==> src/rtl/clock_sample_multi.sv <==
// clock_sample_multi
// Samples NUM_CH raw inputs over a window of 2^CNT_WIDTH clock cycles and
// resolves each channel to a stable level. A channel is stable when all but
// STABLE_MARGIN of its samples agree. If any channel is ambiguous, the window
// is retried. After MAX_RETRIES failed windows the block reports a sticky
// failure until the request is dropped. It also keeps a sticky per-channel
// flag that records a resolved 1->0 transition seen while the phase-shift
// step is at or above PS_MIN.
//
// Ports
//   clock                 single clock domain
//   reset                 synchronous, active-high; overrides every other input
//   din                   raw per-channel samples, registered before use
//   sample_req            level request; starts a measurement and holds the result
//   ps_shift_count        current phase-shift step, gates edge detection
//   dout                  resolved channel levels, updated only on a clean window
//   sample_valid          dout is valid for the current request (DONE)
//   sample_error          one-cycle pulse in CHECK when a window is unresolved
//   sample_fail           retries exhausted (FAIL)
//   sample_idle           FSM is in IDLE
//   edge_found            sticky per-channel 1->0 resolved transition flag
//   retry_count           unresolved windows in the current request
//   sampling_timer_count  position inside the current window
module clock_sample_multi #(
  parameter int NUM_CH        = 4,
  parameter int CNT_WIDTH     = 10,
  parameter int STABLE_MARGIN = 0,
  parameter int MAX_RETRIES   = 15,
  parameter int PS_MIN        = 2
) (
  input  logic                 clock,
  input  logic                 reset,
  input  logic [NUM_CH-1:0]    din,
  input  logic                 sample_req,
  input  logic [7:0]           ps_shift_count,
  output logic [NUM_CH-1:0]    dout,
  output logic                 sample_valid,
  output logic                 sample_error,
  output logic                 sample_fail,
  output logic                 sample_idle,
  output logic [NUM_CH-1:0]    edge_found,
  output logic [7:0]           retry_count,
  output logic [CNT_WIDTH-1:0] sampling_timer_count
);

  typedef enum logic [2:0] {
    IDLE   = 3'd0,
    SAMPLE = 3'd1,
    CHECK  = 3'd2,
    DONE   = 3'd3,
    FAIL   = 3'd4
  } state_e;

  localparam int                   WIN       = 2 ** CNT_WIDTH;
  localparam logic [CNT_WIDTH:0]   HI_THR    = (CNT_WIDTH+1)'(WIN - STABLE_MARGIN);
  localparam logic [CNT_WIDTH:0]   LO_THR    = (CNT_WIDTH+1)'(STABLE_MARGIN);
  localparam logic [CNT_WIDTH:0]   ONES_ONE  = (CNT_WIDTH+1)'(1);
  localparam logic [CNT_WIDTH-1:0] TMR_ONE   = CNT_WIDTH'(1);
  localparam logic [CNT_WIDTH-1:0] TMR_MAX   = '1;
  localparam logic [7:0]           RETRY_LIM = 8'(MAX_RETRIES);
  localparam logic [7:0]           PS_MIN_V  = 8'(PS_MIN);

  // Ones counters are one bit wider than the timer so a full window of ones
  // (2^CNT_WIDTH) is representable without wrapping.
  function automatic logic is_high(input logic [CNT_WIDTH:0] ones);
    return ones >= HI_THR;
  endfunction

  function automatic logic is_low(input logic [CNT_WIDTH:0] ones);
    return ones <= LO_THR;
  endfunction

  state_e               state_q, state_d;
  logic [CNT_WIDTH-1:0] timer_q, timer_d;
  logic [CNT_WIDTH:0]   ones_q [NUM_CH];
  logic [CNT_WIDTH:0]   ones_d [NUM_CH];
  logic [7:0]           retry_q, retry_d;
  logic [NUM_CH-1:0]    dout_q, dout_d;
  logic [NUM_CH-1:0]    edge_q, edge_d;
  logic [NUM_CH-1:0]    din_q;

  logic [NUM_CH-1:0]    res_hi;
  logic [NUM_CH-1:0]    amb;
  logic                 any_amb;
  logic [7:0]           retry_inc;
  logic                 ps_armed;

  always_comb begin
    res_hi = '0;
    amb    = '0;
    for (int i = 0; i < NUM_CH; i++) begin
      res_hi[i] = is_high(ones_q[i]);
      amb[i]    = !is_high(ones_q[i]) && !is_low(ones_q[i]);
    end
  end

  assign any_amb   = |amb;
  assign retry_inc = retry_q + 8'd1;
  assign ps_armed  = (ps_shift_count >= PS_MIN_V);

  always_comb begin
    state_d = state_q;
    timer_d = timer_q;
    ones_d  = ones_q;
    retry_d = retry_q;
    dout_d  = dout_q;
    edge_d  = edge_q;
    case (state_q)
      IDLE: begin
        if (sample_req) begin
          state_d = SAMPLE;
          timer_d = '0;
          retry_d = '0;
          for (int i = 0; i < NUM_CH; i++) ones_d[i] = '0;
        end
      end
      SAMPLE: begin
        // sample_req is deliberately not looked at: a window always completes.
        timer_d = timer_q + TMR_ONE;
        for (int i = 0; i < NUM_CH; i++) begin
          if (din_q[i]) ones_d[i] = ones_q[i] + ONES_ONE;
        end
        if (timer_q == TMR_MAX) state_d = CHECK;
      end
      CHECK: begin
        if (any_amb) begin
          retry_d = retry_inc;
          timer_d = '0;
          for (int i = 0; i < NUM_CH; i++) ones_d[i] = '0;
          state_d = (retry_inc == RETRY_LIM) ? FAIL : SAMPLE;
        end else begin
          // All channels load together; a falling resolved level marks the edge.
          dout_d  = res_hi;
          edge_d  = edge_q | (dout_q & ~res_hi & {NUM_CH{ps_armed}});
          state_d = DONE;
        end
      end
      DONE, FAIL: begin
        if (!sample_req) state_d = IDLE;
      end
      default: state_d = IDLE;
    endcase
  end

  always_ff @(posedge clock) begin
    if (reset) begin
      state_q <= IDLE;
      timer_q <= '0;
      retry_q <= '0;
      dout_q  <= '0;
      edge_q  <= '0;
      din_q   <= '0;
      for (int i = 0; i < NUM_CH; i++) ones_q[i] <= '0;
    end else begin
      state_q <= state_d;
      timer_q <= timer_d;
      retry_q <= retry_d;
      dout_q  <= dout_d;
      edge_q  <= edge_d;
      din_q   <= din;
      for (int i = 0; i < NUM_CH; i++) ones_q[i] <= ones_d[i];
    end
  end

  assign dout                 = dout_q;
  assign edge_found           = edge_q;
  assign retry_count          = retry_q;
  assign sampling_timer_count = timer_q;
  assign sample_idle          = (state_q == IDLE);
  assign sample_valid         = (state_q == DONE) && sample_req;
  assign sample_fail          = (state_q == FAIL) && sample_req;
  // Masked by reset so an aborted CHECK cycle never reports an error.
  assign sample_error         = (state_q == CHECK) && any_amb && !reset;

endmodule

==> config.mk <==
export PLATFORM = sky130hd
export DESIGN_NAME = clock_sample_multi
export DESIGN_NICKNAME = d
export VERILOG_FILES = /design/src/rtl/clock_sample_multi.sv
export SDC_FILE = /design/constraint.sdc
export NUM_CORES = 1
export LEC_CHECK = 0
export CORE_AREA = 2 2 96 98
export CTS_BUF_LIST = sky130_fd_sc_hd__clkbuf_4 sky130_fd_sc_hd__clkbuf_8 sky130_fd_sc_hd__clkbuf_16
export CTS_CLUSTER_DIAMETER = 30
export DETAILED_ROUTE_END_ITERATION = 8
export DIE_AREA = 0 0 98 100
export GPL_TIMING_DRIVEN = 0
export HOLD_SLACK_MARGIN = 0.05
export PLACE_DENSITY = 0.72
export SYNTH_ARGS = -nofsm -noshare
export SYNTH_HDL_FRONTEND = slang
export SYNTH_SLANG_ARGS = --single-unit
==> constraint.sdc <==
create_clock -name clock -period 2.56 [get_ports clock]
set_input_delay 0.512 -clock clock [delete_from_list [all_inputs] [get_ports clock]]
set_output_delay 0.512 -clock clock [all_outputs]
set_load 0.03 [all_outputs]
* After elaboration in Yosys (flattened, before gate mapping)
Index checks and enable logic that the tools add are counted.
Operators by class: equal/unequal tests 14, muxes and demuxes 19, add/subtract/negate cells 6, reductions and logical operators 30, magnitude comparators 9, bitwise logic cells 5
Operator list (number):
- $pmux 44 s3 | 1
- $mux 44 | 2
- $add 11x1->11 const B | 4
- $ge 11x11->1 const B | 4
- $le 11x1->1 const B | 4
- $mux 11 | 4
- $pmux 10 s3 | 1
- $mux 10 | 2
- $mux 8 | 2
- $ne 2x2->1 const B | 8
- $pmux 8 s2 | 1
- $reduce_and 4->1 | 4
- $mux 3 | 5
- $pmux 3 s4 | 1
- $add 10x1->10 const B | 1
- $eq 10x10->1 const B | 1
- $logic_not 1->1 | 9
- $reduce_and 3->1 | 3
- $add 8x1->8 const B | 1
- $and 4x4->4 | 2
- $eq 8x4->1 const B | 1
- $ge 8x2->1 const B | 1
- $logic_and 1x1->1 | 8
- $eq 3x2->1 const B | 2
- 11 further kinds | 11
Storage, ports and cells: output and inout port bits 30, logic and storage cells 93, register bits 77

* Longest topological paths before layout
depth after elaboration 6, depth in mapped cells 10, depth with buffers taken out 8

* Worst setup path after synthesis
OpenSTA, ideal clock, no wires.
path type register to output, start reg ones_q[0] in the netlist's numbering, end out sample_error, arrival time 2.022 ns, stages on the path, launching flop included 9, path buffers 2, required time 2.048 ns, path slack 0.026 ns, path through dfxtp_1 -> inv_1 -> ha_1 -> nor4b_1 -> a31oi_1 -> o41ai_4 -> buf_4 -> buf_4 -> nor2_1
On the way: word-level cells in the longest chain between the ends 6, elaborated cells on any way between the ends 8, classes of those cells 2 x order compare; 6 x reduce/logical
RTL lines:
- from (decl) | RTL line 75 | logic [CNT_WIDTH:0] ones_q [NUM_CH];
- $ge 11x11->1 / $le 11x1->1 (equally long branches) | RTL line 66, 70
- $logic_not 1->1 | RTL line 93 | amb[i] = !is_high(ones_q[i]) && !is_low(ones_q[i]);
- $logic_and 1x1->1 * | RTL line 93
- $reduce_or 4->1 * | RTL line 97 | assign any_amb = |amb;
- $logic_and 1x1->1 * (2 in a row) | RTL line 173 | assign sample_error = (state_q == CHECK) && any_amb && !reset;
- to (decl) | RTL line 38 | output logic sample_error,
Every way passes the cells marked *; elsewhere a longest branch is shown, timed or not.

* Worst setup path after layout
start reg ones_q[12] in the netlist's numbering, end out sample_error
The elaborated chain is that of the path after synthesis.

==> results <==
- The area fraction of the dominant cell type after synthesis is a little under two fifths.
- The number of placed cells counting well taps is 640.
- After synthesis, the share of flip-flops with an asynchronous set or reset is 0%.
- The nature of the critical path startpoint is a register.
- The starting density of the core is between 40% and 50%.
- The routed layout has 3963 vias.
- Across every metal layer, demand over resource in global routing totals between 20% and 30%.
- The clock slew seen by the registers of the worst setup and hold paths is roughly 0.080 ns.
- Cells with a size suffix above 1 make up 13.8% of the layout.
- At the later pin of the worst-skew pair, clock insertion delay measures 0.37 ns.
- The top fanout value on the critical path is 3.
- The post-route setup TNS is -0.0444 ns.
- In this run the worst hold path is classified as reg -> reg.
- sky130_fd_sc_hd__dfxtp_1 is the most common cell in the netlist.
- The number of flops mapped to enable cells by yosys is 0.
- The die extent in y is around 100 um.
- The die span in x is 98 um.
- Leaving out filler cells and counting taps, the final layout contains about 670.
- The most used flip-flop cell after synthesis is sky130_fd_sc_hd__dfxtp_1.
- The worst vdd rail ir drop is 0.269 mV.
- The fraction of the yosys area taken by sequential cells is between 30 and 40%.
- The layout overhead on the synthesized area is 25.1%.
- The placeable core region is a little under 0.009 mm2.
- The longest clock path from root to sink contains 2 buffers.
- Data on the critical path is required at its endpoint by between 2 and 2.5 ns.
- For the finished layout, the period the worst path requires is between 2 and 3 ns.
- The endpoint identified for the worst register-to-register timing path is sampling_timer_count[6].
- Entering global routing, the biggest net connects 13 pins.
- The number of distinct library cells after synthesis is 52.
- The met2 track demand over resource in global routing is 39.9%.
- By startpoint and endpoint, the worst setup path is classified as reg -> out.
- The number of global-route vias before repair is between 3k and 4k.
- Setup repair after global routing could not meet its margin everywhere.
- The DRC violation count after routing is 0.
- Max-cap violations in this run came to 0.
- The number of max-slew violations in the final report was 0.
- The floorplan step defined a die boundary enclosing 0.00980 mm2.
- The worst setup path is captured at an output port.
- The average detailed-routed wire length per instance is about 17 um.
- The total overflow left after global routing is 0.
- The static leakage is 1.64 nW.
- The DRC marker count from the first detailed-route iteration is between 200 and 250.
- The flow ran to the end, but the final reports show violations.
- The biggest area consumer among synthesized cells is sky130_fd_sc_hd__dfxtp_1.
- The number of nets with antenna violations after routing is 0.
- Global routing used roughly 5.6% of the available met3 tracks.
- The via-per-instance ratio is around 5.9.
- During synthesis, Yosys emitted a total of 0 warnings.
- On the final layout, the worst clock skew is between 0.01 and 0.015 ns.
- The cell sitting at the root of the clock tree is a sky130_fd_sc_hd__clkbuf_8.
- The transition at the pin with the smallest max-transition slack is about 0.74 ns.
- Of the available clock period, the critical path in the final layout requires 102%.
- Pin placement for this block handled 45 I/O pins.
- The number of antenna violations at the first check in global routing was 0.
- The number of buffers inserted by port buffering is between 40 and 50.
- In the post-route analysis, the smallest setup slack over all paths is -0.0444 ns.
- Global routing consumed, on the met1 layer, between 20% and 30% of the routing resources.
- The hold violation total from the final report is 0.
- Total power for the finished layout comes to ~2.7 mW.
- The iteration count of the initial detailed-routing pass is 5.
- Across all register-to-register paths, the minimum setup slack is roughly 0.14 ns.
- The fill cell total of the finished layout is roughly 800.
- Hold repair after CTS inserted 0 buffers.
- The CTS tree is done.
- By area the synthesized netlist is led by sky130_fd_sc_hd__dfxtp_1 (38%), sky130_fd_sc_hd__xnor2_1 (7.3%), sky130_fd_sc_hd__nor2_1 (5.5%).
- The number of core rows is 35.
- The detailed-placement wirelength estimate is 7.67 mm.
- Counting the buffers created by CTS gives 9.
- The final reports fail on setup timing.
- The worst hold path begins at edge_found[1].
- In this run the most used layer during global routing was met2.
- The average cell area after synthesis is 8.33 um2.
- The net count after synthesis is ~510.
- The final weighted congestion in routability-driven placement is ~0.85.
- The path with the worst hold slack has its endpoint at edge_found[1].
- The worst path arrival time is ~2.1 ns.
- The max-slew headroom at the worst pin is 50.8%.
- The worst register-to-register path has a depth of 7.
- Counting flops and latches in the post-synthesis netlist gives 77.
- The final number of setup-violating endpoints is 1.
- The layout net count is about 580.
- In this run the power density over the cells is 525 mW/mm2.
- The number of H-tree levels is 3.
- In this run the critical register-to-register path is launched from state_q[0].
- The synthesized netlist cell count is ~490.
- OpenSTA, run right after detailed placement, puts the worst setup slack at -0.751 ns.
- The commonest cells after synthesis are sky130_fd_sc_hd__dfxtp_1 (77), sky130_fd_sc_hd__nor2_1 (60), sky130_fd_sc_hd__a21oi_1 (43).
- Based on the critical path, the design can be clocked at up to approximately 0.38 GHz.
- The number of antenna repair diodes is 0.
- The netlist area before placement is 0.00407 mm2.
- Summed over all layers, the routed wires come to around 11 mm.
- The clock net sink count is just under 80.
- The wire length of the first global-routing pass is 18.3 mm.
- Counting instances, the worst hold path has a depth of 2.
[critical path, stage by stage, from the launching register on]
cell                      delay (ns)
sky130_fd_sc_hd__dfxtp_4        0.36
sky130_fd_sc_hd__inv_4          0.06
sky130_fd_sc_hd__ha_4           0.12
sky130_fd_sc_hd__nor4b_4        0.23
sky130_fd_sc_hd__a31oi_4        0.16
sky130_fd_sc_hd__o41ai_4        0.43
sky130_fd_sc_hd__buf_6          0.18
sky130_fd_sc_hd__nor2_4         0.03
sky130_fd_sc_hd__buf_6          0.15
[routing by layer]
metal | share of wire, % | wire length, um
met5 | 0 | 0
met1 | 42 | 4830
met3 | 6.7 | 762
met2 | 49 | 5590
met4 | 2.4 | 270
[how the worst max path moves through the flow]
stage / to / slack (ns) / start
2_1_floorplan: sample_error / 0.03 / ones_q[0]
3_3_place_gp: sample_error / -0.78 / ones_q[11]
3_5_place_dp: sample_error / -0.75 / ones_q[0]
4_1_cts: sample_error / -0.11 / ones_q[1]
5_1_grt: sample_error / -0.12 / ones_q[11]
6_report: sample_error / -0.04 / ones_q[12]
[flip-flops by register name (all words and copies together), names as in the netlist]
register and flops:
retry_count 8, ones_q 44, edge_found 4, state_q 3, din_q 4, dout 4
sampling_timer_count 10
[cells by family (layout without fill, tap and decap cells)]
kind of cell,Yosys count,in the layout,synth area share [%]
and+or+nand+nor,199,199,25.8
AOI/OAI and AO/OA,117,117,19.6
DFF,77,77,37.9
buffers and inverters,48,116,5.54
xor gates and xnor gates,36,36,7.75
adders and majority gates,11,11,3.38
[layout by cell type (no fill, tap or decap), types with 3 or more instances in the layout]
cell,netlist,final
sky130_fd_sc_hd__dfxtp_1,77,73
sky130_fd_sc_hd__nor2_1,60,59
sky130_fd_sc_hd__a21oi_1,43,42
sky130_fd_sc_hd__clkdlybuf4s50_1,0,38
sky130_fd_sc_hd__xnor2_1,34,34
sky130_fd_sc_hd__nand2_1,29,29
sky130_fd_sc_hd__nand3_1,25,25
sky130_fd_sc_hd__a211oi_1,16,16
sky130_fd_sc_hd__inv_1,18,14
sky130_fd_sc_hd__nor3_1,16,14
sky130_fd_sc_hd__clkbuf_1,14,14
sky130_fd_sc_hd__buf_4,3,14
sky130_fd_sc_hd__or3_1,11,11
sky130_fd_sc_hd__nand4_1,11,11
sky130_fd_sc_hd__o21ai_1,11,10
sky130_fd_sc_hd__a31oi_1,12,10
sky130_fd_sc_hd__clkbuf_8,0,10
sky130_fd_sc_hd__buf_2,9,9
sky130_fd_sc_hd__ha_1,11,9
sky130_fd_sc_hd__a311oi_1,8,8
sky130_fd_sc_hd__and3_1,7,7
sky130_fd_sc_hd__nor4_1,6,6
sky130_fd_sc_hd__buf_6,3,5
sky130_fd_sc_hd__a2111oi_0,5,5
sky130_fd_sc_hd__a21o_1,5,5
sky130_fd_sc_hd__nand2b_1,4,4
sky130_fd_sc_hd__nor3_2,2,4
sky130_fd_sc_hd__or4_1,4,4
sky130_fd_sc_hd__nor2b_1,4,4
sky130_fd_sc_hd__nor4_4,1,3
sky130_fd_sc_hd__or4b_2,3,3
sky130_fd_sc_hd__a2111oi_1,3,3
sky130_fd_sc_hd__nor4b_1,5,3
sky130_fd_sc_hd__a21boi_0,3,3
sky130_fd_sc_hd__clkinv_2,0,3
sky130_fd_sc_hd__dfxtp_4,0,3
[where the power goes]
part	leakage (nW)	switching [mW]	internal (mW)	total (mW)
clock network	0.112	0.448	0.565	1.01
registers	0.625	0.0188	1.21	1.23
logic	0.905	0.291	0.139	0.431
total	1.64	0.758	1.91	2.67
[area by class of cell]
type / count / area (um2) / share of cell area, %
inverter: 18 / 72.6 / 1.43
buffer: 29 / 154 / 3.03
multi-input combinational: 363 / 2440 / 48.1
sequential: 77 / 1550 / 30.5
clock inverter: 5 / 75.1 / 1.48
timing repair buffer: 54 / 510 / 10.0
tap: 111 / 139 / 2.73
clock buffer: 10 / 138 / 2.71
[what timing repair did]
action / 4_1_cts / 5_1_grt
buffers inserted: 9 / 4
pin swaps: 8 / 4
setup endpoints to repair: 48 / 50
gates resized for setup: 30 / 17
[metrics by stage]
stage	util (%)	cell area, um2	hold slack (ns)
finish	57.2	5090	0.475
global route	57.2	5090	0.508
CTS	56.2	4990	0.481
detailed placement	51.9	4620	0.463
global placement	51.9	4620	0.452
floorplan	-	4070	0.465
Power figures use the tool's default switching activity.
